--- src/rtl/pu_window_sequencer.sv ---
// Window/weight feeder for the PU MAC stage: collects 4 activations, holds them
// stable for the PU latency, then offers the captured PU result on a valid/ready port.
// Optional build macro SLIDE_WINDOW_EN: stride-1 overlapping windows instead of stride-4.
module pu_window_sequencer #(
  parameter int unsigned DW  = 5,
  parameter int unsigned LAT = 2
) (
  input  logic          clk,
  input  logic          rst,
  input  logic          in_valid,
  input  logic [DW-1:0] in_data,
  output logic          in_ready,
  input  logic          w_load,
  input  logic [1:0]    w_idx,
  input  logic [DW-1:0] w_data,
  output logic [DW-1:0] a1,
  output logic [DW-1:0] a2,
  output logic [DW-1:0] a3,
  output logic [DW-1:0] a4,
  output logic [DW-1:0] w1,
  output logic [DW-1:0] w2,
  output logic [DW-1:0] w3,
  output logic [DW-1:0] w4,
  input  logic [DW-1:0] pu_out,
  output logic          res_valid,
  output logic [DW-1:0] res_data,
  input  logic          res_ready,
  output logic          busy
);

  localparam int unsigned LCW = (LAT < 1) ? 1 : $clog2(LAT + 1);
  localparam logic [LCW-1:0] LAT_LAST = LCW'(LAT);

`ifdef SLIDE_WINDOW_EN
  localparam logic [2:0] FILL_RELOAD = 3'd3;
`else
  localparam logic [2:0] FILL_RELOAD = 3'd0;
`endif

  typedef enum logic [1:0] {FILL, RUN, DONE} state_t;

  state_t         state_q, state_d;
  logic [2:0]     fill_cnt;
  logic [LCW-1:0] lat_cnt;
  logic           accept, fire, lat_done, handshake;

  assign accept    = (state_q == FILL) && in_valid;
  assign fire      = accept && (fill_cnt == 3'd3);
  assign lat_done  = (state_q == RUN) && (lat_cnt == LAT_LAST);
  assign handshake = (state_q == DONE) && res_valid && res_ready;

  always_ff @(posedge clk or negedge rst) begin
    if (!rst) state_q <= FILL;
    else      state_q <= state_d;
  end

  always_comb begin
    state_d = state_q;
    case (state_q)
      FILL:    if (fire)      state_d = RUN;
      RUN:     if (lat_done)  state_d = DONE;
      DONE:    if (handshake) state_d = FILL;
      default:                state_d = FILL;
    endcase
  end

  always_comb begin
    in_ready = (state_q == FILL);
    busy     = (state_q != FILL);
  end

  always_ff @(posedge clk or negedge rst) begin
    if (!rst) begin
      fill_cnt  <= '0;
      lat_cnt   <= '0;
      a1        <= '0;
      a2        <= '0;
      a3        <= '0;
      a4        <= '0;
      w1        <= '0;
      w2        <= '0;
      w3        <= '0;
      w4        <= '0;
      res_data  <= '0;
      res_valid <= 1'b0;
    end else begin
      if (accept) begin
        a1       <= a2;
        a2       <= a3;
        a3       <= a4;
        a4       <= in_data;
        fill_cnt <= (fill_cnt == 3'd4) ? 3'd4 : fill_cnt + 3'd1;
      end
      // Weight writes only in FILL so the PU inputs stay frozen through RUN/DONE.
      if ((state_q == FILL) && w_load) begin
        case (w_idx)
          2'd0: w1 <= w_data;
          2'd1: w2 <= w_data;
          2'd2: w3 <= w_data;
          2'd3: w4 <= w_data;
          default: ;
        endcase
      end
      if (fire)
        lat_cnt <= '0;
      else if ((state_q == RUN) && !lat_done)
        lat_cnt <= lat_cnt + LCW'(1);
      if (lat_done) begin
        res_data  <= pu_out;
        res_valid <= 1'b1;
      end
      if (handshake) begin
        res_valid <= 1'b0;
        fill_cnt  <= FILL_RELOAD;
      end
    end
  end

endmodule

--- config.mk ---
export PLATFORM = sky130hd
export DESIGN_NAME = pu_window_sequencer
export DESIGN_NICKNAME = d
export VERILOG_FILES = /design/src/rtl/pu_window_sequencer.sv
export SDC_FILE = /design/constraint.sdc
export NUM_CORES = 1
export LEC_CHECK = 0
export CAP_MARGIN = 20
export CORE_ASPECT_RATIO = 1.1
export CORE_MARGIN = 3
export CORE_UTILIZATION = 35
export CTS_BUF_LIST = sky130_fd_sc_hd__clkbuf_4 sky130_fd_sc_hd__clkbuf_8 sky130_fd_sc_hd__clkbuf_16
export CTS_CLUSTER_SIZE = 28
export DETAILED_ROUTE_END_ITERATION = 10
export SYNTH_ARGS = -nofsm -noshare
export SYNTH_HDL_FRONTEND = slang
export SYNTH_SLANG_ARGS = --single-unit
export TNS_END_PERCENT = 30
--- constraint.sdc ---
create_clock -name clk -period 2.15 [get_ports clk]
set_clock_uncertainty 0.05 [all_clocks]
set_input_delay 0.215 -clock clk [delete_from_list [all_inputs] [get_ports clk]]
set_output_delay 0.215 -clock clk [all_outputs]
set_load 0.005 [all_outputs]
==> flow_metrics.tcl <==
set metrics [dict create \
    reg2reg_from "state_q[1]" \
    grt_overflow 0 \
    area_growth_pct 39.5 \
    cts_buffers 5 \
    wl_mm 4.57 \
    path_cells "nor2_4, inv_2, clkdlybuf4s50_1" \
    yosysWarnings 0 \
    htreeDepth 2 \
    max_freq_mhz 561 \
    cp.required_ns 1.88 \
    synth_seq_area_share_pct 61.2 \
    period_needed_ns 1.78 \
    cp-start-kind "register" \
    r2r_cells 4 \
    die_y_um 88.5 \
    hold-path-endpoint "a4[0]" \
    utilization_pct 51.4 \
    fin_cells 333 \
    fin_crit_sh_pct 82.8 \
    post-route-drc-count 0 \
    die_w_um 81.0 \
    grt_max_degree 30 \
    synth_top_area_share_pct 61.2 \
    initial_core_util_pct 36.8 \
    portBuffers 69 \
    critPathBufInv 2 \
    cts.clk_slew.worst_paths_ns 0.09 \
    clock_sinks 53 \
    avgSynthCellArea_um2 11.8 \
    hpwl_mm 3.35 \
    worst_slack_ns 0.369 \
    synth_area_leader_cell "dfrtp_1" \
    ys_top_cells_by_area "dfrtp_1 61%, mux2_2 13%, nand2_1 11%" \
    power_density_mw_per_mm2 1350 \
    worst_pin_slew_ns 0.592 \
    syn_nets 209 \
    synth_xor_area_share_pct 0.404 \
    power.total_uw 4080 \
    ant_nets 0 \
    slowest_stage "clkdlybuf4s50_1" \
    placementRows 29 \
    synth_area_mm2 0.00217 \
    routedWlPerCell_um 13.7 \
    clk_path_buf_depth 2 \
    outcome "finished clean" \
    grt_pass1_vias 1478 \
    setup_viol 0 \
    synth-compound-area-share_pct 2.43 \
    cts_tree "built" \
    synth_fa_ha_area_share_pct 2.31 \
    pin_count 70 \
    rsz0062_at_grt "false" \
    tns_ns 0 \
    layout.nets 283 \
    crit_arrival_ns 1.52 \
    slew_viol_final 0 \
    path_max_fanout 7 \
    hold_violations 0 \
    max_cap_viol_count 0 \
    die-area_mm2 0.00717 \
    synthCells 183 \
    grt_usage_pct 13.4 \
    dr.first_iter.drc_count 32 \
    placed_cells 326 \
    yosys.area_share.simple_pct 16.9 \
    core_area_mm2 0.00588 \
    antenna_found_initial 0 \
    ys_ff_latch 53 \
    peakVddDrop_mv 0.487 \
    min_path_cells 3 \
    synthMuxAreaShare_pct 13.5 \
    antenna_cells 0 \
    slowest_delay_ns 0.52 \
    leakagePower_uw 0.00139 \
    clockRootBuffer "clkbuf_8" \
    layout-drive-gt1-share_pct 16.0 \
    hold_path.startpoint "in_data[0]" \
    slew_headroom_pct 60.6 \
    min_path_type "in2reg" \
    synth.distinct_cells 26 \
    post_cts_buffers 0 \
    critPathTopFamily "buffers and inverters" \
    gp_congestion 0.709 \
    dp_slack_ns 0.351 \
    clk_latency_ns 0.30 \
    criticalPathCategory "reg2out" \
    ctsResizeCount 0 \
    dr.pass1.iters 4 \
    vias_per_cell 4.59 \
    r2r_end "w1[1]" \
    grt_pass1_wl_mm 7.29 \
    vias 1528 \
    cp-end-kind "output pin" \
    synth_top_family_by_area "simple AND/OR/NAND/NOR gates" \
    ff2ff_setup_slack_ns 0.46 \
]
==> layer usage <==
layer	routed length, um	track usage, %
met1	1990	16.7
met2	2360	23.3
met3	156	2.34
met4	61	5.07
met5	0	0
==> power breakdown <==
part	switching (uW)	total, uW	internal (uW)
clock	297	512	215
sequential	300	1770	1470
combinational	652	1790	1140
total	1250	4080	2830
==> sequential cells by signal, summed over array words and instances, names as in the netlist <==
register and flops:
res_data 5, w4 5, w3 5, a1 5, w2 5, res_valid 1
a3 5, w1 5, fill_cnt 3, a4 5, a2 5, lat_cnt 2
state_q 2
==> Yosys cell counts <==
cell / n
a21boi_0: 1
a21o_1: 1
a21oi_1: 3
buf_2: 3
buf_4: 1
buf_6: 2
dfrtp_1: 53
ha_1: 4
inv_1: 6
inv_2: 1
mux2_2: 25
mux2i_1: 1
nand2_1: 65
nand3_1: 2
nand3b_1: 1
nand4_1: 1
nand4b_1: 2
nor2_4: 1
nor3_4: 1
nor3b_1: 1
nor3b_2: 1
nor4b_4: 1
o211ai_1: 1
o21ai_0: 3
or3b_2: 1
xnor2_1: 1
==> per-stage QoR <==
step	hold slack, ns	area [um^2]
after global routing	0.399	3020
final	0.392	3020
after global placement	0.210	2940
after CTS	0.380	3020
after floorplan	-0.131	2170
after detailed placement	0.208	2940
==> layout by cell type, fill, tap and decap left out <==
cell type	n
a21boi_0	1
a21o_1	1
a21oi_1	3
buf_12	1
buf_2	1
buf_4	2
clkbuf_8	5
clkdlybuf4s50_1	68
clkinv_2	1
dfrtp_1	53
dlygate4sd3_1	1
ha_1	4
inv_1	6
inv_2	1
mux2_2	25
mux2i_1	1
nand2_1	65
nand3_1	2
nand3b_1	1
nand4_1	1
nand4b_1	2
nor2_4	1
nor3_4	1
nor3b_1	1
nor3b_2	1
nor4b_4	1
o211ai_1	1
o21ai_0	3
or3b_2	1
xnor2_1	1
==> logic make-up after synthesis <==
family / after synthesis
flip-flops: 53
AO/OA/AOI/OAI: 9
adder cells (fa/ha/maj): 4
multiplexers: 26
buffers and inverters: 13
XOR/XNOR: 1
AND/OR/NAND/NOR: 77
==> final cells by class <==
type / count / area [um^2]
inverters: 7 / 26.3
clock inverters: 1 / 5.00
flip-flops and latches: 53 / 1330
clock buffers: 5 / 68.8
repair buffers: 73 / 731
well taps: 77 / 96.3
fillers: 565 / 2860
multi-input cells: 117 / 768
==> how the worst max path moves through the flow <==
stage	from	endpoint	slack [ns]	cells past startpoint
3_5_place_dp	w_idx[1]	w1[2]	0.35	3
5_1_grt	state_q[0]	busy	0.29	3
6_report	state_q[1]	busy	0.37	3
2_1_floorplan	state_q[0]	w1[0]	0.60	5
3_3_place_gp	w_idx[1]	w1[3]	0.39	3
4_1_cts	state_q[1]	busy	0.35	3
==> timing repair <==
action	in CTS	in global routing
setup endpoints to repair	0	0
hold endpoints to repair	24	0
hold buffers	1	0
==> worst reg2reg max path, cell delays in order, from the launching register on <==
cell and delay, ns:
dfrtp_1 0.48, nor2_4 0.19, inv_2 0.09, nor4b_4 0.39, mux2_2 0.39
Note: power is estimated with default switching activity, not from simulation.
